File: config.mk
export PLATFORM = sky130hd
export DESIGN_NAME = dmem_arbiter_flat
export DESIGN_NICKNAME = d
export VERILOG_FILES = /design/src/rtl/dmem_arbiter_if.sv /design/src/rtl/dmem_arbiter.sv /design/src/flat_wrapper.sv
export SDC_FILE = /design/constraint.sdc
export NUM_CORES = 1
export LEC_CHECK = 0
export CAP_MARGIN = 20
export CORE_MARGIN = 4
export CORE_UTILIZATION = 41
export DETAILED_ROUTE_END_ITERATION = 7
export PLACE_DENSITY = 0.92
export SYNTH_ARGS = -nofsm -noshare
export SYNTH_HDL_FRONTEND = slang
export SYNTH_SLANG_ARGS = --single-unit
File: constraint.sdc
create_clock -name clk -period 2 [get_ports clk]
set_input_delay 0.4 -clock clk [delete_from_list [all_inputs] [get_ports clk]]
set_output_delay 0.4 -clock clk [all_outputs]
set_load 0.005 [all_outputs]
File: src/rtl/dmem_arbiter_if.sv
`default_nettype none
// +------------------------------------------------------------------+
// | dmem_arbiter_if : requester req/done bundles plus data_mem port   |
// | Rev 1.0                                                           |
// +------------------------------------------------------------------+
interface dmem_arbiter_if #(
  parameter int ADDR_W = 16,
  parameter int DATA_W = 16
);
  logic              m0_req;
  logic              m0_we;
  logic [ADDR_W-1:0] m0_addr;
  logic [DATA_W-1:0] m0_wdata;
  logic              m0_gnt;
  logic              m0_done;
  logic [DATA_W-1:0] m0_rdata;

  logic              m1_req;
  logic              m1_we;
  logic [ADDR_W-1:0] m1_addr;
  logic [DATA_W-1:0] m1_wdata;
  logic              m1_gnt;
  logic              m1_done;
  logic [DATA_W-1:0] m1_rdata;

  logic [ADDR_W-1:0] mem_addr;
  logic              mem_we;
  logic [DATA_W-1:0] mem_wdata;
  logic [DATA_W-1:0] mem_rdata;

  // master = requesters plus the memory; slave = the arbiter itself
  modport master (
    output m0_req, m0_we, m0_addr, m0_wdata,
    output m1_req, m1_we, m1_addr, m1_wdata,
    input  m0_gnt, m0_done, m0_rdata,
    input  m1_gnt, m1_done, m1_rdata,
    input  mem_addr, mem_we, mem_wdata,
    output mem_rdata
  );

  modport slave (
    input  m0_req, m0_we, m0_addr, m0_wdata,
    input  m1_req, m1_we, m1_addr, m1_wdata,
    output m0_gnt, m0_done, m0_rdata,
    output m1_gnt, m1_done, m1_rdata,
    output mem_addr, mem_we, mem_wdata,
    input  mem_rdata
  );
endinterface
`default_nettype wire

File: src/rtl/dmem_arbiter.sv
`default_nettype none
// +------------------------------------------------------------------+
// | dmem_arbiter : round-robin two-requester sequencer for data_mem   |
// | Rev 1.0                                                           |
// +------------------------------------------------------------------+
module dmem_arbiter #(
  parameter int ADDR_W = 16,
  parameter int DATA_W = 16
) (
  input  wire logic     clk,
  input  wire logic     rst,
  dmem_arbiter_if.slave bus
);

  typedef enum logic [1:0] {
    ST_IDLE   = 2'd0,
    ST_ACCESS = 2'd1,
    ST_RESP   = 2'd2
  } state_t;

  state_t            state_q, state_d;
  logic              owner_q, owner_d;
  logic              last_q, last_d;
  logic              cmd_we_q, cmd_we_d;
  logic [ADDR_W-1:0] cmd_addr_q, cmd_addr_d;
  logic [DATA_W-1:0] cmd_wdata_q, cmd_wdata_d;
  logic [DATA_W-1:0] rdata0_q, rdata0_d;
  logic [DATA_W-1:0] rdata1_q, rdata1_d;

  logic winner;
  logic in_access;
  logic in_resp;

  // Requester 1 wins when it is alone, or on a tie when requester 0 went last.
  assign winner = bus.m1_req & (~bus.m0_req | ~last_q);

  always_comb begin
    state_d     = state_q;
    owner_d     = owner_q;
    last_d      = last_q;
    cmd_we_d    = cmd_we_q;
    cmd_addr_d  = cmd_addr_q;
    cmd_wdata_d = cmd_wdata_q;
    rdata0_d    = rdata0_q;
    rdata1_d    = rdata1_q;

    case (state_q)
      ST_IDLE: begin
        if (bus.m0_req | bus.m1_req) begin
          owner_d     = winner;
          last_d      = winner;
          cmd_we_d    = winner ? bus.m1_we    : bus.m0_we;
          cmd_addr_d  = winner ? bus.m1_addr  : bus.m0_addr;
          cmd_wdata_d = winner ? bus.m1_wdata : bus.m0_wdata;
          state_d     = ST_ACCESS;
        end
      end
      ST_ACCESS: begin
        if (!cmd_we_q) begin
          if (owner_q) begin
            rdata1_d = bus.mem_rdata;
          end else begin
            rdata0_d = bus.mem_rdata;
          end
        end
        state_d = ST_RESP;
      end
      ST_RESP: begin
        state_d = ST_IDLE;
      end
      default: begin
        state_d = ST_IDLE;
      end
    endcase
  end

  always_ff @(posedge clk) begin
    if (rst) begin
      state_q     <= ST_IDLE;
      owner_q     <= 1'b0;
      last_q      <= 1'b1;
      cmd_we_q    <= 1'b0;
      cmd_addr_q  <= '0;
      cmd_wdata_q <= '0;
      rdata0_q    <= '0;
      rdata1_q    <= '0;
    end else begin
      state_q     <= state_d;
      owner_q     <= owner_d;
      last_q      <= last_d;
      cmd_we_q    <= cmd_we_d;
      cmd_addr_q  <= cmd_addr_d;
      cmd_wdata_q <= cmd_wdata_d;
      rdata0_q    <= rdata0_d;
      rdata1_q    <= rdata1_d;
    end
  end

  assign in_access = (state_q == ST_ACCESS);
  assign in_resp   = (state_q == ST_RESP);

  // Gating by rst keeps a write caught by reset from landing in memory.
  assign bus.mem_we    = in_access & cmd_we_q & ~rst;
  assign bus.mem_addr  = in_access ? cmd_addr_q  : '0;
  assign bus.mem_wdata = in_access ? cmd_wdata_q : '0;

  assign bus.m0_gnt   = in_access & ~owner_q;
  assign bus.m1_gnt   = in_access &  owner_q;
  assign bus.m0_done  = in_resp   & ~owner_q;
  assign bus.m1_done  = in_resp   &  owner_q;
  assign bus.m0_rdata = rdata0_q;
  assign bus.m1_rdata = rdata1_q;

endmodule
`default_nettype wire

File: src/flat_wrapper.sv
// flat-port wrapper written by rule: the top's interface ports become plain ports
module dmem_arbiter_flat 
#(
  parameter int ADDR_W = 16,
  parameter int DATA_W = 16
)
  (clk, rst, bus_m0_req, bus_m0_we, bus_m0_addr, bus_m0_wdata, bus_m1_req, bus_m1_we, bus_m1_addr, bus_m1_wdata, bus_m0_gnt, bus_m0_done, bus_m0_rdata, bus_m1_gnt, bus_m1_done, bus_m1_rdata, bus_mem_addr, bus_mem_we, bus_mem_wdata, bus_mem_rdata);
  dmem_arbiter_if #(.ADDR_W(ADDR_W), .DATA_W(DATA_W)) bus_i ();
  input  wire logic clk;
  input  wire logic rst;
  input wire logic [$bits(bus_i.m0_req)-1:0] bus_m0_req;
  input wire logic [$bits(bus_i.m0_we)-1:0] bus_m0_we;
  input wire logic [$bits(bus_i.m0_addr)-1:0] bus_m0_addr;
  input wire logic [$bits(bus_i.m0_wdata)-1:0] bus_m0_wdata;
  input wire logic [$bits(bus_i.m1_req)-1:0] bus_m1_req;
  input wire logic [$bits(bus_i.m1_we)-1:0] bus_m1_we;
  input wire logic [$bits(bus_i.m1_addr)-1:0] bus_m1_addr;
  input wire logic [$bits(bus_i.m1_wdata)-1:0] bus_m1_wdata;
  output wire logic [$bits(bus_i.m0_gnt)-1:0] bus_m0_gnt;
  output wire logic [$bits(bus_i.m0_done)-1:0] bus_m0_done;
  output wire logic [$bits(bus_i.m0_rdata)-1:0] bus_m0_rdata;
  output wire logic [$bits(bus_i.m1_gnt)-1:0] bus_m1_gnt;
  output wire logic [$bits(bus_i.m1_done)-1:0] bus_m1_done;
  output wire logic [$bits(bus_i.m1_rdata)-1:0] bus_m1_rdata;
  output wire logic [$bits(bus_i.mem_addr)-1:0] bus_mem_addr;
  output wire logic [$bits(bus_i.mem_we)-1:0] bus_mem_we;
  output wire logic [$bits(bus_i.mem_wdata)-1:0] bus_mem_wdata;
  input wire logic [$bits(bus_i.mem_rdata)-1:0] bus_mem_rdata;
  assign bus_i.m0_req = bus_m0_req;
  assign bus_i.m0_we = bus_m0_we;
  assign bus_i.m0_addr = bus_m0_addr;
  assign bus_i.m0_wdata = bus_m0_wdata;
  assign bus_i.m1_req = bus_m1_req;
  assign bus_i.m1_we = bus_m1_we;
  assign bus_i.m1_addr = bus_m1_addr;
  assign bus_i.m1_wdata = bus_m1_wdata;
  assign bus_m0_gnt = bus_i.m0_gnt;
  assign bus_m0_done = bus_i.m0_done;
  assign bus_m0_rdata = bus_i.m0_rdata;
  assign bus_m1_gnt = bus_i.m1_gnt;
  assign bus_m1_done = bus_i.m1_done;
  assign bus_m1_rdata = bus_i.m1_rdata;
  assign bus_mem_addr = bus_i.mem_addr;
  assign bus_mem_we = bus_i.mem_we;
  assign bus_mem_wdata = bus_i.mem_wdata;
  assign bus_i.mem_rdata = bus_mem_rdata;
  dmem_arbiter #(.ADDR_W(ADDR_W), .DATA_W(DATA_W)) u_core (.clk(clk), .rst(rst), .bus(bus_i));
endmodule
# Word-level counts from Yosys, hierarchy flattened

Cells that the tools add are included.

Register bits after elaboration: 69
Input bits: 86
Output and inout port bits: 69

Equality and inequality tests: 3
Muxes and demuxes: 7
Bitwise gates (word level): 14
Reduce and logical (&&, ||, !) cells: 4

Operators with widths:

| cell                                          | count |
|---|---|
| 2-to-1 mux 16 bit                             | 4 |
| AND 1 bit                                     | 7 |
| AND reduction 3 bit                           | 2 |
| NOT 1 bit                                     | 5 |
| one-hot mux 2 bit (2 select lines)            | 1 |
| == test 2 x 1 -> 1 bit, second input constant | 1 |
| == test 2 bit, second input constant          | 1 |
| zero test 2 bit                               | 1 |
| 2-to-1 mux 2 bit                              | 1 |
| != test 2 x 1 -> 1 bit, second input constant | 1 |
| OR 1 bit                                      | 2 |
| AND reduction 2 bit                           | 1 |
| 2-to-1 mux 1 bit                              | 1 |

# Logic depth before layout (Yosys ltp)

Gate-level depths: netlist of the first run.

Word-level depth: 4
Depth in mapped cells: 6
Gate-level depth less buffers: 3

# Worst setup path after synthesis of the first run

Ideal clock, no wire load.

Kind: register to output
From: reg u_core.state_q[0]
To: out bus_mem_addr[0]
Arrival time: 1.054 ns
Required time: 1.600 ns
Setup slack: 0.546 ns
Stages on the path, launching flop included: 4
Cell sequence: dfxtp_1 nor2b_1 clkbuf_1 and2_1

Word-level cells in the longest chain between the ends: 2

RTL lines:

| element                | RTL line            | source |
|---|---|---|
| from (decl)            | dmem_arbiter.sv:21  | `state_t state_q, state_d;` |
| from (signal assigned) | dmem_arbiter.sv:88  | `state_q <= state_d;` |
| == test 2 x 1 -> 1 bit | dmem_arbiter.sv:99  | `assign in_access = (state_q == ST_ACCESS);` |
| 2-to-1 mux 16 bit      | dmem_arbiter.sv:104 | `assign bus.mem_addr = in_access ? cmd_addr_q : '0;` |
| to (decl)              | flat_wrapper.sv:25  | `output wire logic [$bits(bus_i.mem_addr)-1:0] bus_mem_addr;` |

Every way passes these cells.

# Final worst setup path of the first run

From: reg u_core.state_q[1]
To: out bus_mem_wdata[1]

Word-level cells in the longest chain between the ends: 2

RTL lines:

| element                | RTL line            | source |
|---|---|---|
| == test 2 x 1 -> 1 bit | dmem_arbiter.sv:99  |  |
| 2-to-1 mux 16 bit      | dmem_arbiter.sv:105 | `assign bus.mem_wdata = in_access ? cmd_wdata_q : '0;` |
| to (decl)              | flat_wrapper.sv:27  | `output wire logic [$bits(bus_i.mem_wdata)-1:0] bus_mem_wdata;` |

Every way passes these cells.

==> run_results.csv, run 1 <==
group,metric,value,unit
status,status,"complete, but fails checks",
status,violations,"negative setup slack",
setup_path,end_kind,"output port",
finish,drive_gt1_share,13.7,%
place,place.port_buffers,154,
power,power.leakage,2.02,nW
timing,rsz0062_at_grt,"true",
finish,nNetsFinal,621,
finish,design_area,0.00514,mm^2
finish,area_delta_synth_final,58.5,%
setup_path,r2r_cells,3,
clock_network,worstSkewPairLatency,0.33,ns
setup_path,critPathMaxFanout,28,
clock_network,cts_tree,"built",
setup_path,slowest_delay,0.51,ns
place,gp_congestion,0.784,
timing,slew_headroom,42.5,%
setup_path,critPathTopFamily,"buffers and inverters",
die,rows,32,
setup_path,path_buf_inv,2,
setup_path,cp_num_cells,4,
setup_path,critPathKind,"flop to output port",
synth,synthesis.area,0.00325,mm^2
routing,drt_iter0_drc,110,
grt,groute.layer.met1.usage,22.9,%
grt,top_usage_layer,"met2",
job,drv_cap,0,
place,place_hpwl,7110,um
grt,antenna_found_initial,0,
setup_path,critPathLaunchType,"flop",
routing,drt-pass1-iter-count,4,
routing,vias,3297,
die,initial_core_util,42.0,%
grt,grt_pass1_wl,15600,um
die,die_area,0.00941,mm^2
power,p_per_area,711,mW/mm^2
clock_network,post_cts_buffers,0,
synth,synth_cell_types,28,
timing,setup_slack,-0.0955,ns
die,core-area,0.00773,mm^2
synth,synth_seq_cells,69,
die,fp.dieH,97.0,um
clock_network,htreeDepth,3,
timing,min_period,2.10,ns
die,die_x,97.0,um
synth,avgSynthCellArea,8.30,um^2
setup_path,required,1.60,ns
routing,vias_per_cell,5.14,
worst_hold_path,min_path_cells,2,
grt,met3_usage,6.13,%
synth,yosysTopAreaCell,"dfxtp_1",
timing,worstMarginPinSlew,0.862,ns
routing,drt-total-wl,9810,um
synth,yosys_warnings,0,
grt,use_met2,34.9,%
finish,final_util,66.6,%
clock_network,max-clock-path-buffers,2,
clock_network,clock_sinks,69,
place,placed_cell_area,0.00489,mm^2
synth,syn_nets,477,
synth,synth_top_area_share,42.5,%
setup_path,worstPathCellList,"nor2b_4 -> buf_12 -> and2_1 -> clkdlybuf4s50_1",
grt,grt_pass1_vias,3220,
timing,clock.fmax,477,MHz
timing,finalHoldViolCount,0,
clock_network,cts_made_buffers,9,
place,dp_cells,626,
timing,finalSetupViolations,21,
power,p_total,3.66,mW
finish,instances_no_fill,642,
timing,fin_crit_sh,105,%
grt,grt_max_degree,69,
synth,ys_seq_area_share,42.5,%
finish,diodes,0,
timing,fin_skew,0.00828,ns
synth,syn_inst,391,
clock_network,path_clk_slew,0.08,ns
grt,overflow,0,
worst_hold_path,hp-class,"primary input to flop",
setup_path,arrival,1.70,ns
power,irDropWorstVdd,0.335,mV
die,ioPinCount,155,
timing,finalSetupTns,-1.37,ns
grt,grt_util_all_layers,19.9,%
synth,ys_top_cells_by_area,"dfxtp_1, nand2_1, a311oi_2",
routing,wl_per_cell,15.3,um
timing,finalMaxSlewViolations,0,
setup_path,slowest_stage,"clkdlybuf4s50_1",
routing,drtAntennaViolNets,0,
clock_network,cts_root_buf,"clkbuf_8",
routing,drcViolationCount,0,
[state kept, by name, indices dropped and copies added, names as in the netlist]
register,flops
u_core.cmd_wdata_q,16
u_core.last_q,1
u_core.cmd_addr_q,16
u_core.state_q,2
u_core.bus.m0_rdata,16
u_core.cmd_we_q,1
u_core.bus.m1_rdata,16
u_core.owner_q,1
[logic make-up (layout without fill, tap and decap cells)]
kind of cell / Yosys count / count (layout) / synth area share (%)
AND/OR/NAND/NOR: 180 / 180 / 25.5
buffers and inverters: 38 / 187 / 6.17
AO/OA/AOI/OAI: 104 / 104 / 25.8
flip-flops: 69 / 69 / 42.5
[area by class of cell]
cell class | instances | area, um^2
well taps | 102 | 128
flip-flops and latches | 69 | 1390
multi-input cells | 284 | 1680
fillers | 589 | 2580
inverters | 1 | 3.75
clock buffers | 9 | 124
clock inverters | 7 | 98.8
repair buffers | 170 | 1720
[placed cells by master, fill, tap and decap left out, drive strengths merged, types with 2 or more instances in the layout]
cell type and n:
and2 35, nor2b 2, a21bo 2, bufinv 2
a21oi 66, dfxtp 69, clkdlybuf4s50 140, a311oi 33
dlygate4sd2 5, nand2 131, inv 2, clkinv 3
clkbuf 9, nor2 3, buf 17, dlymetal6s2s 8
[where the power goes]
group	internal, mW	leakage (nW)	total (mW)	switching [mW]
clock network	0.708	0.110	1.27	0.560
registers	1.49	0.568	1.55	0.0659
logic	0.457	1.34	0.836	0.379
[cell usage after synthesis]
library cell  number
nor2_1             2
clkbuf_1          20
inv_1              1
nor3b_1            1
a21bo_2            2
and2_1            35
dfxtp_1           69
a21oi_1           66
nor4b_4            1
and4bb_2           1
a311oi_2          28
nor2_2             1
a311oi_1           5
buf_2              9
a21boi_2           1
nand2b_1           1
clkbuf_2           1
and3b_1            1
nor2b_1            2
buf_6              6
o21ai_0            1
a31oi_1            1
nand3_1            1
nand4bb_1          1
buf_1              1
or4b_1             1
nand2_1          131
or2_0              1
[through the flow]
| stage | hold WS [ns] | setup slack [ns] |
|---|---|---|
| floorplan | 0.453 | 0.546 |
| global placement | 0.442 | 0.155 |
| detailed placement | 0.447 | 0.0927 |
| CTS | 0.220 | -0.137 |
| global route | 0.228 | -0.152 |
| finish | 0.239 | -0.0955 |
[routing by layer]
metal | up-vias | part of all wire (%)
li1 | 1620 | -
met5 | - | 0
met3 | 11 | 9.3
met1 | 1500 | 42
met4 | 0 | 1.1
met2 | 166 | 48
[path summary, 6_finish.rpt]
path / slack (ns) / from / end
max: -0.1 / u_core.state_q[1] / bus_mem_wdata[1]
min: 0.24 / rst / u_core.state_q[1]
max reg2reg: 0.38 / u_core.owner_q / u_core.bus.m0_rdata[6]
min reg2reg: 0.46 / u_core.bus.m0_rdata[5] / u_core.bus.m0_rdata[5]
[worst reg2reg max path, delay by kind of cell, from the launching register on]
family           cells  cell delay [ns]
AO/OA/AOI/OAI        1             0.08
flip-flops           1             0.39
AND/OR/NAND/NOR      2             1.01
[timing repair]
item                       in CTS  in global routing
resized for setup              11                  9
setup endpoints to repair      36                 30
hold buffers                    0                  0
cloned                          0                  0
Note: power is estimated with default switching activity, not from simulation.
==> run 2: changes to the inputs <==
Settings changed: ABC_AREA set to 1, CAP_MARGIN 20 to 10, CORE_UTILIZATION 41 to 43.
==> run 2 against run 1 <==
The flow now finishes without violations. Synthesized cell count rose by 44%. Final cell count up 26%. Global-route usage is 1.3 points higher. Clock skew increased by 0.0013 ns. Critical endpoint is now bus_m1_gnt. Largest power group unchanged. Highest routed layer is now met5.
==> run_results.csv, run 2 <==
group,metric,value,unit
routing,drt_iter0_drc,142,
clock_network,post_cts_buffers,0,
synth,syn_inst,563,
grt,overflow,0,
setup_path,critPathKind,"flop to output port",
timing,clock.fmax,526,MHz
power,p_total,3.69,mW
grt,grt_pass1_vias,3892,
grt,antenna_found_initial,1,
finish,final_util,65.6,%
setup_path,end_kind,"output port",
synth,async_reset_ff_share,0,%
grt,grt_util_all_layers,21.2,%
setup_path,r2r_start,"u_core.owner_q",
power,irDropWorstVdd,0.396,mV
synth,yosys_warnings,0,
job,drv_cap,0,
finish,drive_gt1_share,6.94,%
setup_path,required,1.60,ns
finish,mostFrequentLayoutCells,"nand2_1, nor2_1, clkdlybuf4s50_1, dfxtp_1, inv_1",
place,gp_congestion,0.819,
grt,grt_max_degree,67,
die,die_area,0.0101,mm^2
timing,setup_slack,0.0993,ns
synth,yosysTopAreaCell,"dfxtp_1",
die,rows,33,
synth,synth_cell_types,24,
setup_path,r2r_cells,5,
synth,ys_top_cells_by_area,"dfxtp_1, nand2_1, nor2_1",
setup_path,r2r_end,"u_core.bus.m0_rdata[9]",
finish,multi_input_area,0.00184,mm^2
timing,finalSetupViolations,0,
timing,finalSetupTns,0,ns
place,place.port_buffers,154,
finish,seq_area,0.00139,mm^2
finish,nNetsFinal,787,
worst_hold_path,min_path_cells,5,
timing,min_period,1.90,ns
clock_network,path_clk_slew,0.08,ns
die,core-area,0.00826,mm^2
timing,slew_headroom,70.6,%
finish,area_delta_synth_final,47.6,%
synth,ys_seq_area_share,37.7,%
die,ioPinCount,155,
routing,drt-pass1-iter-count,4,
die,fp.dieH,100,um
clock_network,cts_made_buffers,9,
power,power.leakage,2.52,nW
routing,vias_per_cell,4.92,
clock_network,cts_tree,"built",
finish,final_common_cell,"nand2_1",
worst_hold_path,hp-class,"primary input to flop",
finish,design_area,0.00542,mm^2
routing,drt-total-wl,10600,um
synth,avgSynthCellArea,6.52,um^2
place,place_hpwl,7770,um
die,initial_core_util,44.4,%
routing,vias,3988,
synth,synthesis.area,0.00367,mm^2
setup_path,critPathTopFamily,"buffers and inverters",
synth,syn_nets,649,
clock_network,clock_sinks,69,
worst_hold_path,hp-start,"bus_m1_req",
power,p_per_area,681,mW/mm^2
finish,num-fill-cells,720,
worst_hold_path,min_to,"u_core.owner_q",
grt,grt_pass1_wl,17400,um
synth,synthFlopType,"dfxtp_1",
timing,finalHoldViolCount,0,
timing,finalMaxSlewViolations,0,
setup_path,slowest_delay,0.52,ns
setup_path,rrSetupSlack,0.53,ns
synth,synth_commonest_cells,"nand2_1, nor2_1, dfxtp_1, inv_1, nand3_1",
setup_path,slowest_stage,"clkdlybuf4s50_1",
setup_path,path_buf_inv,3,
clock_network,cts_hold_buf,0,
synth,synth.most_common_cell,"nand2_1",
setup_path,critPathLaunchType,"flop",
clock_network,worstSkewPairLatency,0.34,ns
setup_path,critPathMaxFanout,3,
finish,diodes,0,
timing,worstMarginPinSlew,0.439,ns
clock_network,cts_root_buf,"clkbuf_8",
setup_path,worstPathCellList,"buf_4 -> nand3_2 -> inv_1 -> clkdlybuf4s50_1",
clock_network,max-clock-path-buffers,2,
routing,drcViolationCount,0,
synth,synth_seq_cells,69,
place,pre_cts_slack,-0.130,ns
timing,fin_crit_sh,95.0,%
timing,fin_skew,0.00958,ns
setup_path,arrival,1.50,ns
synth,synth-edff-count,0,
place,placed_cell_area,0.00523,mm^2
die,die_x,100,um
routing,wl_per_cell,13.1,um
synth,synth_top_area_share,37.7,%
clock_network,htreeDepth,3,
routing,drtAntennaViolNets,0,
timing,rsz0062_at_grt,"false",
status,status,"finished, final reports clean",
[run 2: cell count changes in the layout (fill, tap and decap cells not counted), sizes merged, moves of 4 or more]
cell           delta
a21oi            -48
inv              +53
buf               -4
a311oi           -33
and2             -35
nand4            +16
nand2             +8
nor2            +136
a21boi           +32
nand3            +50
clkdlybuf4s50    -22
dlygate4sd2      +29
dlymetal6s2s      -7
[run 2: timing repair]
item / CTS / global route
endpoints found under the setup margin: 35 / 2
gates cloned: 0 / 0
gates resized for setup: 42 / 2
pin swaps: 1 / 0
[run 2: per-layer routing]
layer / GRT usage, % / part of all wire, %
met2: 36.1 / 47
met3: 7.44 / 11
met5: 0 / 0.066
met4: 7.67 / 1.5
met1: 24.5 / 40
[run 2: cells by family (layout without fill, tap and decap cells)]
kind of cell,after synthesis,after routing,synth area share [%]
DFF,69,69,37.7
and+or+nand+nor,348,348,40.4
buffers and inverters,95,238,12.7
AOI/OAI and AO/OA,51,51,9.31
[run 2: how the worst max path moves through the flow]
| stage | startpoint | cells after the start | to | slack, ns |
|---|---|---|---|---|
| after detailed placement | rst | 3 | bus_mem_we | -0.13 |
| after CTS | u_core.state_q[0] | 3 | bus_m0_done | 0.05 |
| after global placement | rst | 3 | bus_mem_we | -0.14 |
| after global routing | u_core.state_q[0] | 4 | bus_m1_gnt | 0.001 |
| final | u_core.state_q[0] | 4 | bus_m1_gnt | 0.1 |
| after floorplan | u_core.state_q[0] | 5 | bus_mem_addr[0] | 0.63 |
[run 2: where the power goes]
part           switching [mW]  internal [mW]  total (mW)  leakage [nW]
clock                   0.513          0.697        1.21         0.107
combinational           0.502          0.443       0.945          1.85
sequential             0.0451           1.49        1.53         0.568
total                    1.06           2.63        3.69          2.52
[run 2: worst reg2reg max path, cell delays in order, from the launching register on]
cell	delay (ns)
dfxtp_2	0.36
buf_4	0.21
nor2_4	0.39
nand2_4	0.21
nand2_1	0.12
a21oi_1	0.07
[run 2: metrics by stage]
step | std cells | hold WS, ns
6_report | 811 | 0.455
5_1_grt | 811 | 0.451
4_1_cts | 811 | 0.449
3_5_place_dp | 795 | 0.460
3_3_place_gp | 795 | 0.447
2_1_floorplan | 563 | 0.456
[run 2: final cells by class]
cell class / instances / area share [%]
sequential: 69 / 25.6
multi-input combinational: 399 / 33.9
tap: 105 / 2.43
timing repair buffer: 166 / 30.4
clock inverter: 5 / 1.39
inverter: 56 / 3.88
clock buffer: 11 / 2.43
